==> src/rtl/target_centroid.sv <==
// target_centroid
//   Per-frame blob statistics for the colour-tracking path. Accumulates the
//   target-pixel count, coordinate sums and bounding box of a raster-order
//   pixel stream, then runs two parallel restoring dividers (x and y) on a
//   snapshot of the frame to produce the centroid.
//
// Ports
//   clk, rst_n              clock, asynchronous active-low reset
//   sof                     start-of-frame pulse (clears accumulators)
//   valid_in, is_target_in  pixel strobe and classification from the tracker
//   result_valid            one-cycle strobe, result registers just updated
//   detected                pixel_count >= MIN_PIXELS
//   pixel_count             target pixels in the frame
//   centroid_x/_y           floor(sum / count), 0 when count is 0
//   bbox_*                  bounding box, 0 when count is 0
//   busy                    divider running
module target_centroid #(
  parameter int IMG_W      = 320,
  parameter int IMG_H      = 240,
  parameter int X_W        = 9,
  parameter int Y_W        = 8,
  parameter int CNT_W      = 17,
  parameter int MIN_PIXELS = 64
) (
  input  logic             clk,
  input  logic             rst_n,
  input  logic             sof,
  input  logic             valid_in,
  input  logic             is_target_in,
  output logic             result_valid,
  output logic             detected,
  output logic [CNT_W-1:0] pixel_count,
  output logic [X_W-1:0]   centroid_x,
  output logic [Y_W-1:0]   centroid_y,
  output logic [X_W-1:0]   bbox_x_min,
  output logic [X_W-1:0]   bbox_x_max,
  output logic [Y_W-1:0]   bbox_y_min,
  output logic [Y_W-1:0]   bbox_y_max,
  output logic             busy
);

  localparam int SX_W      = CNT_W + X_W;
  localparam int SY_W      = CNT_W + Y_W;
  localparam int DIV_STEPS = CNT_W + X_W;
  localparam int STEP_W    = $clog2(DIV_STEPS);

  typedef enum logic [0:0] {S_IDLE = 1'b0, S_ACCUM = 1'b1} state_t;

  state_t state_r, next_state_s;

  logic [X_W-1:0]   x_r, x_min_r, x_max_r;
  logic [Y_W-1:0]   y_r, y_min_r, y_max_r;
  logic [CNT_W-1:0] count_r;
  logic [SX_W-1:0]  sum_x_r;
  logic [SY_W-1:0]  sum_y_r;

  // "base" is the accumulator view for the current pixel: cleared when sof
  // arrives in the same cycle, so that pixel lands at (0,0) of the new frame.
  logic [X_W-1:0]   base_x_s, base_x_min_s, base_x_max_s;
  logic [Y_W-1:0]   base_y_s, base_y_min_s, base_y_max_s;
  logic [CNT_W-1:0] base_count_s;
  logic [SX_W-1:0]  base_sum_x_s;
  logic [SY_W-1:0]  base_sum_y_s;

  logic [X_W-1:0]   x_nxt_s, x_min_nxt_s, x_max_nxt_s;
  logic [Y_W-1:0]   y_nxt_s, y_min_nxt_s, y_max_nxt_s;
  logic [CNT_W-1:0] count_nxt_s;
  logic [SX_W-1:0]  sum_x_nxt_s;
  logic [SY_W-1:0]  sum_y_nxt_s;

  logic accept_s, last_px_s;
  logic frame_end_r;

  // Divider state: snapshot of the finished frame plus the working registers.
  logic [CNT_W-1:0]     snap_cnt_r;
  logic [X_W-1:0]       snap_x_min_r, snap_x_max_r;
  logic [Y_W-1:0]       snap_y_min_r, snap_y_max_r;
  logic [CNT_W-1:0]     x_rem_r, y_rem_r;
  logic [DIV_STEPS-1:0] x_q_r, y_q_r;
  logic [STEP_W-1:0]    step_r;

  logic [CNT_W:0]       x_shift_s, y_shift_s;
  logic                 x_ge_s, y_ge_s;
  logic [CNT_W-1:0]     x_rem_nxt_s, y_rem_nxt_s;
  logic [DIV_STEPS-1:0] x_q_nxt_s, y_q_nxt_s;

  // Accumulator FSM state register.
  always_ff @(posedge clk or negedge rst_n) begin
    if (!rst_n) begin
      state_r <= S_IDLE;
    end else begin
      state_r <= next_state_s;
    end
  end

  // Accumulator FSM next-state logic; sof re-arms from any state.
  always_comb begin
    next_state_s = state_r;
    case (state_r)
      S_IDLE:  next_state_s = sof ? S_ACCUM : S_IDLE;
      S_ACCUM: next_state_s = S_ACCUM;
      default: next_state_s = S_IDLE;
    endcase
    if (last_px_s) begin
      next_state_s = S_IDLE;
    end else begin
      next_state_s = (sof && next_state_s == S_IDLE) ? S_ACCUM : next_state_s;
    end
  end

  // Accumulator FSM outputs: pixel acceptance and frame-end detection.
  always_comb begin
    accept_s  = valid_in && (sof || state_r == S_ACCUM);
    last_px_s = accept_s && (base_x_s == X_W'(IMG_W - 1)) &&
                (base_y_s == Y_W'(IMG_H - 1));
  end

  // Accumulator next values: apply sof clear, then the accepted pixel.
  always_comb begin
    if (sof) begin
      base_x_s     = '0;
      base_y_s     = '0;
      base_count_s = '0;
      base_sum_x_s = '0;
      base_sum_y_s = '0;
      base_x_min_s = X_W'(IMG_W - 1);
      base_x_max_s = '0;
      base_y_min_s = Y_W'(IMG_H - 1);
      base_y_max_s = '0;
    end else begin
      base_x_s     = x_r;
      base_y_s     = y_r;
      base_count_s = count_r;
      base_sum_x_s = sum_x_r;
      base_sum_y_s = sum_y_r;
      base_x_min_s = x_min_r;
      base_x_max_s = x_max_r;
      base_y_min_s = y_min_r;
      base_y_max_s = y_max_r;
    end

    x_nxt_s     = base_x_s;
    y_nxt_s     = base_y_s;
    count_nxt_s = base_count_s;
    sum_x_nxt_s = base_sum_x_s;
    sum_y_nxt_s = base_sum_y_s;
    x_min_nxt_s = base_x_min_s;
    x_max_nxt_s = base_x_max_s;
    y_min_nxt_s = base_y_min_s;
    y_max_nxt_s = base_y_max_s;

    if (accept_s) begin
      if (base_x_s == X_W'(IMG_W - 1)) begin
        x_nxt_s = '0;
        y_nxt_s = (base_y_s == Y_W'(IMG_H - 1)) ? '0 : base_y_s + Y_W'(1);
      end else begin
        x_nxt_s = base_x_s + X_W'(1);
        y_nxt_s = base_y_s;
      end
      if (is_target_in) begin
        count_nxt_s = base_count_s + CNT_W'(1);
        sum_x_nxt_s = base_sum_x_s + SX_W'(base_x_s);
        sum_y_nxt_s = base_sum_y_s + SY_W'(base_y_s);
        x_min_nxt_s = (base_x_s < base_x_min_s) ? base_x_s : base_x_min_s;
        x_max_nxt_s = (base_x_s > base_x_max_s) ? base_x_s : base_x_max_s;
        y_min_nxt_s = (base_y_s < base_y_min_s) ? base_y_s : base_y_min_s;
        y_max_nxt_s = (base_y_s > base_y_max_s) ? base_y_s : base_y_max_s;
      end else begin
        count_nxt_s = base_count_s;
      end
    end else begin
      x_nxt_s = base_x_s;
    end
  end

  // Accumulator registers and the frame-end pulse that triggers the snapshot.
  always_ff @(posedge clk or negedge rst_n) begin
    if (!rst_n) begin
      x_r         <= '0;
      y_r         <= '0;
      count_r     <= '0;
      sum_x_r     <= '0;
      sum_y_r     <= '0;
      x_min_r     <= X_W'(IMG_W - 1);
      x_max_r     <= '0;
      y_min_r     <= Y_W'(IMG_H - 1);
      y_max_r     <= '0;
      frame_end_r <= 1'b0;
    end else begin
      x_r         <= x_nxt_s;
      y_r         <= y_nxt_s;
      count_r     <= count_nxt_s;
      sum_x_r     <= sum_x_nxt_s;
      sum_y_r     <= sum_y_nxt_s;
      x_min_r     <= x_min_nxt_s;
      x_max_r     <= x_max_nxt_s;
      y_min_r     <= y_min_nxt_s;
      y_max_r     <= y_max_nxt_s;
      frame_end_r <= last_px_s;
    end
  end

  // One restoring-division step for x and y. The y dividend is zero-extended
  // so both run the same number of steps. A zero divisor yields garbage that
  // is masked when the result is registered.
  always_comb begin
    x_shift_s   = {x_rem_r, x_q_r[DIV_STEPS-1]};
    y_shift_s   = {y_rem_r, y_q_r[DIV_STEPS-1]};
    x_ge_s      = (x_shift_s >= {1'b0, snap_cnt_r});
    y_ge_s      = (y_shift_s >= {1'b0, snap_cnt_r});
    x_rem_nxt_s = x_ge_s ? CNT_W'(x_shift_s - {1'b0, snap_cnt_r}) : x_shift_s[CNT_W-1:0];
    y_rem_nxt_s = y_ge_s ? CNT_W'(y_shift_s - {1'b0, snap_cnt_r}) : y_shift_s[CNT_W-1:0];
    x_q_nxt_s   = {x_q_r[DIV_STEPS-2:0], x_ge_s};
    y_q_nxt_s   = {y_q_r[DIV_STEPS-2:0], y_ge_s};
  end

  // Divider sequencing: a frame end (re)loads the snapshot, the final step
  // registers the held results and strobes result_valid.
  always_ff @(posedge clk or negedge rst_n) begin
    if (!rst_n) begin
      busy         <= 1'b0;
      step_r       <= '0;
      snap_cnt_r   <= '0;
      snap_x_min_r <= '0;
      snap_x_max_r <= '0;
      snap_y_min_r <= '0;
      snap_y_max_r <= '0;
      x_rem_r      <= '0;
      y_rem_r      <= '0;
      x_q_r        <= '0;
      y_q_r        <= '0;
      result_valid <= 1'b0;
      detected     <= 1'b0;
      pixel_count  <= '0;
      centroid_x   <= '0;
      centroid_y   <= '0;
      bbox_x_min   <= '0;
      bbox_x_max   <= '0;
      bbox_y_min   <= '0;
      bbox_y_max   <= '0;
    end else begin
      result_valid <= 1'b0;
      if (frame_end_r) begin
        busy         <= 1'b1;
        step_r       <= '0;
        snap_cnt_r   <= count_r;
        snap_x_min_r <= x_min_r;
        snap_x_max_r <= x_max_r;
        snap_y_min_r <= y_min_r;
        snap_y_max_r <= y_max_r;
        x_rem_r      <= '0;
        y_rem_r      <= '0;
        x_q_r        <= DIV_STEPS'(sum_x_r);
        y_q_r        <= DIV_STEPS'(sum_y_r);
      end else if (busy) begin
        x_rem_r <= x_rem_nxt_s;
        y_rem_r <= y_rem_nxt_s;
        x_q_r   <= x_q_nxt_s;
        y_q_r   <= y_q_nxt_s;
        if (step_r == STEP_W'(DIV_STEPS - 1)) begin
          busy         <= 1'b0;
          step_r       <= '0;
          result_valid <= 1'b1;
          pixel_count  <= snap_cnt_r;
          detected     <= (snap_cnt_r >= CNT_W'(MIN_PIXELS));
          if (snap_cnt_r == '0) begin
            centroid_x <= '0;
            centroid_y <= '0;
            bbox_x_min <= '0;
            bbox_x_max <= '0;
            bbox_y_min <= '0;
            bbox_y_max <= '0;
          end else begin
            centroid_x <= x_q_nxt_s[X_W-1:0];
            centroid_y <= y_q_nxt_s[Y_W-1:0];
            bbox_x_min <= snap_x_min_r;
            bbox_x_max <= snap_x_max_r;
            bbox_y_min <= snap_y_min_r;
            bbox_y_max <= snap_y_max_r;
          end
        end else begin
          step_r <= step_r + STEP_W'(1);
        end
      end else begin
        step_r <= '0;
      end
    end
  end

endmodule

==> config.mk <==
export PLATFORM = sky130hd
export DESIGN_NAME = target_centroid
export DESIGN_NICKNAME = d
export VERILOG_FILES = /design/src/rtl/target_centroid.sv
export SDC_FILE = /design/constraint.sdc
export NUM_CORES = 1
export LEC_CHECK = 0
export CAP_MARGIN = 20
export CELL_PAD_IN_SITES_DETAIL_PLACEMENT = 1
export CELL_PAD_IN_SITES_GLOBAL_PLACEMENT = 2
export CORE_AREA = 2 2 226 228
export DETAILED_ROUTE_END_ITERATION = 10
export DIE_AREA = 0 0 228 230
export HOLD_SLACK_MARGIN = 0.08
export PLACE_DENSITY = 0.74
export SETUP_SLACK_MARGIN = 0.2
export SLEW_MARGIN = 30
export SYNTH_ARGS = -nofsm -noshare
export SYNTH_HDL_FRONTEND = slang
export SYNTH_SLANG_ARGS = --single-unit
==> constraint.sdc <==
create_clock -name clk -period 2.75 [get_ports clk]
set_clock_uncertainty 0.15 [all_clocks]
set_input_delay 0.275 -clock clk [delete_from_list [all_inputs] [get_ports clk]]
set_output_delay 0.275 -clock clk [all_outputs]
set_load 0.01 [all_outputs]
==> key figures <==
Clock network
  – Number of CTS-inserted buffers: 42
  – Root Buffer: clkbuf_16
  – Htree depth: 2
  – Clk Latency, worst-skew pair: 580 ps
  – Clock slew at reported path FFs: 60 ps
  – CTS tree: done
  – Max clock buf depth: 3
  – Clock sinks: between 300 and 400

STA
  – Count of final max-slew check failures: 0
  – Least-Margin Pin Slew: 620 ps
  – Maximum clock rate: about 0.36 GHz
  – RSZ-0062 raised after global routing: yes
  – Slew HR: 0.587
  – Min Hold Slack: 89.1 ps
  – Final TNS setup: -37.4 ps
  – Post-layout min period: 2760 ps
  – Setup-failing EPs final: 5
  – Setup ws final: -11.2 ps
  – Tcrit/Tclk final: 1.00
  – Final Hold Vio Count: 0

Yosys
  – Synth top area cells: dfrtp_1 45%, ha_1 5.1%, mux2i_1 5.1%
  – Mapped Area: 0.0178 mm²
  – Mapped Avg Cell Area: 9.82 µm²
  – Yosys reg bits: 334
  – Synth Warn #: 0
  – Post-synth ARST share: 1.00
  – Syn_nets: 1,893
  – Yosys cell types: 73
  – Synthesized netlist cell count: 1,814
  – Main flop type after synthesis: dfrtp_1
  – Post-synth EDFFs: 0
  – Yosys top cell area share: 0.449
  – Post-synthesis sequential area ratio: 0.470
  – Yosys top cell by area: dfrtp_1

Die
  – Die ar.: 0.0524 mm²
  – Area of the core: approximately 0.05 mm²
  – Top Ports: 76
  – Std-Cell Rows: 82
  – Die height: around 230 µm
  – Initial Util: 0.357
  – Die W: 228 µm

GRT
  – First-pass GRT wire length: 88.7 mm
  – Gr ovfl total: 0
  – Largest net degree at the start of global routing: 111
  – Total track usage: 0.207
  – Initial antenna violation count: 1
  – Vias in the first global route: about 16,000

Power
  – Pwr/cell area: 472 mW/mm²
  – Overall power: 11.2 mW
  – Switching share of power: 0.234
  – P_int: ~8.5 mW
  – Maximum vdd ir drop: 0.403 mV
  – Sequential fraction of design power: 0.447
  – Comb pwr share: 0.041
  – Clk pwr share: 0.512
  – P_leak: 10.5 nW
  – Psw: 2.62 mW

Run status
  – Status: complete, but fails checks
  – Failing checks: setup timing

Min path
  – Hold WC Path Type: in -> async

Drt
  – TritonRoute pass-1 iters: 5
  – Drt drc: 0
  – Via density per instance: 5.24
  – DR vias: 14,700
  – Wirelength per Cell: 19.3 µm
  – Final ANT Viol Nets: 0
  – DRT iter0 DRCs: 581
  – Final wirelength: 54.2 mm

Layout
  – N_diodes: 0
  – Non-Filler Instances: 2,806
  – Commonest non-fill, non-tap cell in the layout: dfrtp_1
  – Commonest non-fill, non-tap cells in the layout: 315 x dfrtp_1, 241 x buf_4, 202 x nand2_1, 134 x nor2_1, 131 x o21ai_0
  – Synth-to-layout area growth: 32.6%
  – Share of cells above drive strength 1: 0.266
  – Cell area after layout: 0.0236 mm²
  – Nets: between 2,000 and 2,500
  – Utilization after layout: 0.474
  – Filler cells: about 5,600

Critical path
  – Max Fanout on Critical Path: 11
  – Cells on worst reg2reg path: 11
  – Worst setup EP type: register
  – Critical Path RT: between 3000 and 4000 ps
  – CP startpoint kind: register
  – Setup CP Type: reg -> reg
  – CP Data Arrival Time: 3090 ps

Placed design
  – Placer Congestion: ~0.83
  – Placed insts: 2,677
  – Pre-CTS setup slack: -260 ps
  – HPWL Detailed: 37.3 mm
  – Placed standard-cell area: 0.0210 mm²
  – Port Buffers: 75

Run
  – Max-cap violations: 0
path summary, 6_finish.rpt:
kind                                             from                          to  slack [ps]
setup reg to reg            snap_cnt_r[0]$_DFFE_PN0P_      x_rem_r[7]$_DFFE_PN0P_         -10
min in group clk                                  sof        sum_x_r[3]$_DFF_PN0_         170
setup / recovery            snap_cnt_r[0]$_DFFE_PN0P_      x_rem_r[7]$_DFFE_PN0P_         -10
hold reg to reg            pixel_count[0]$_DFFE_PN0P_  pixel_count[0]$_DFFE_PN0P_         330
max in group asynchronous                       rst_n        x_min_r[4]$_DFF_PN1_        1460
hold / removal                                  rst_n      x_rem_r[8]$_DFFE_PN0P_          90
critical path: stages (launching register included):
cell	delay [ps]
dfrtp_1	400
ha_2	200
fa_2	370
nor2b_4	150
o31ai_4	70
a311o_2	410
a31oi_4	160
a2111oi_4	70
buf_6	180
buf_12	130
mux2i_1	100
a211oi_1	240
power groups by stage:
stage	Sequential [mW]	Clock, mW	Combinational [mW]
after detailed placement	5.08	0	0.418
after global routing	4.99	6.07	0.506
final	4.99	5.72	0.455
after global placement	5.08	0	0.404
after floorplan	5.07	0	0.179
after CTS	4.99	5.88	0.437
kinds of logic (layout without fill, tap and decap cells):
family | after synthesis | in the layout | synth area share
fa+ha+maj | 77 | 77 | 0.0545
simple gates | 573 | 573 | 0.149
mux | 139 | 139 | 0.0815
xor+xnor | 95 | 95 | 0.0467
compound gates | 427 | 427 | 0.160
flops | 334 | 334 | 0.470
buf+inv | 169 | 489 | 0.0383
layout make-up:
type | instances | area, µm² | area share
Sequential cell | 334 | 8390 | 0.355
Clock inverter | 22 | 246 | 0.0104
Timing Repair Buffer | 350 | 3110 | 0.132
Multi-Input combinational cell | 1311 | 9620 | 0.407
Inverter | 62 | 243 | 0.0103
Clock buffer | 55 | 1180 | 0.0499
Tap cell | 672 | 841 | 0.0356
Yosys cell counts, drive strengths merged, types with 16 or more instances:
library cell and number:
mux2 49, inv 62, a22o 51, nand2b 16
dfrtp 320, xor2 32, a21o 18, mux2i 90
nand3 44, buf 32, nand4 25, clkbuf 75
nor2 141, o21ai 144, ha 72, a21oi 62
nand2 210, a211oi 29, nor2b 43, nor3 33
xnor2 63
registers in the layout, summed over array words and instances (netlist names), 9 cells and up:
name	cells
y_rem_r	17
x_max_r	9
pixel_count	17
sum_x_r	26
y_q_r	26
snap_x_max_r	9
snap_x_min_r	9
snap_cnt_r	17
bbox_x_max	9
sum_y_r	25
count_r	17
x_q_r	26
x_min_r	9
centroid_x	9
x_r	9
bbox_x_min	9
x_rem_r	17
routing by layer:
| metal | track usage | up-vias | part of all wire |
|---|---|---|---|
| met3 | 0.0233 | 58 | 0.021 |
| met2 | 0.359 | 148 | 0.50 |
| li1 | - | 7007 | - |
| met1 | 0.275 | 7497 | 0.46 |
| met4 | 0.0562 | 0 | 0.020 |
| met5 | 0 | - | 0 |
what timing repair did:
action / 4_1_cts / 5_1_grt
cloned: 1 / 0
setup buffers: 29 / 19
endpoints found under the setup margin: 98 / 95
endpoints found under the hold margin: 324 / 0
resized for setup: 76 / 73
pin swaps: 41 / 53
hold buffers: 3 / 0
(Power assumes the default switching activity.)
==> RTL change: new RTL, same flow settings <==
The parameter `CNT_W` goes from 17 to 34.
--- a/src/rtl/target_centroid.sv
+++ b/src/rtl/target_centroid.sv
@@ -19,7 +19,7 @@
   parameter int IMG_H      = 240,
   parameter int X_W        = 9,
   parameter int Y_W        = 8,
-  parameter int CNT_W      = 17,
+  parameter int CNT_W      = 34,
   parameter int MIN_PIXELS = 64
 ) (
   input  logic             clk,
Ports: changed (resized pixel_count); port bits go from 76 to 93. No check against the original RTL was run, so the function may have changed too.
==> RTL change against the unedited design <==
The run now fails in clock tree synthesis (4_1_cts). Area after synthesis is 48% higher.
==> RTL change: results (changes against the unedited design) <==
| Metric | Value |
|---|---|
| Sequential area share after synthesis | 46.3% (-0.67 points) |
| Top_reg_cell synth | dfrtp_1 |
| Largest cells by area after synthesis | dfrtp_1, mux2i_1, ha_1 |
| FFs w/ async S/R, synth | 100% (unchanged) |
| Clock Path Buffers | 3 (unchanged) |
| IO Port Bufs | 92 (+23%) |
| Cts bufs inserted | 54 (+29%) |
| Post-placement cell area | 32,300 um^2 (+54%) |
| Number of cells after detailed placement | 3,860 (+44%) |
| H-Tree Depth | 2 (unchanged) |
| Placer Congestion | 0.938 (+12%) |
| Dpl ws | -0.752 ns (-0.493 ns) |
| Status | stopped before the end |
| Cts hold-fix bufs | 7 (+4) |
| Final HPWL DP | 66,000 um (+77%) |
| Synth unique cells | 82 (+12%) |
| Stopping stage | clock tree synthesis (4_1_cts) |
| CTS resizes | 386 (+410%) |
| Post-CTS Setup Inserts | 99 (+240%) |
| Post-Syn Nets | 2,869 (+52%) |
| Err | [ERROR DPL-0033] detailed placement checks failed during check placement. |
| Synthesized flop and latch total | 488 (+46%) |
| Root Buffer | clkbuf_16 |
| Ys Warns | 0 (unchanged) |
| Cells after Synth | 2,741 (+51%) |
| Most frequent cells after synthesis | dfrtp_1, nand2_1, o21ai_0, nor2_1, mux2i_1 |
## RTL change: changes by cell type after synthesis, sizes merged, moves of 34 or more
cell   delta
nand2   +168
dfrtp   +154
o21ai   +100
nor2     +82
mux2i    +59
ha       +47
xnor2    +47
inv      +40
a21oi    +34
## RTL change: stage by stage
stage          TNS, ns  hold WS [ns]
3_5_place_dp    -78.88         0.116
3_3_place_gp    -49.77         0.112
2_1_floorplan   -23.25        -0.171
## RTL change: cell families after synthesis
group                    after synthesis  share of synthesized area, %
AND/OR/NAND/NOR                      913                          15.8
AO/OA/AOI/OAI                        620                          15.2
flip-flops                           488                          46.3
buffers and inverters                235                          3.47
multiplexers                         195                          7.61
XOR/XNOR                             165                          5.47
adder cells (fa/ha/maj)              125                          6.02
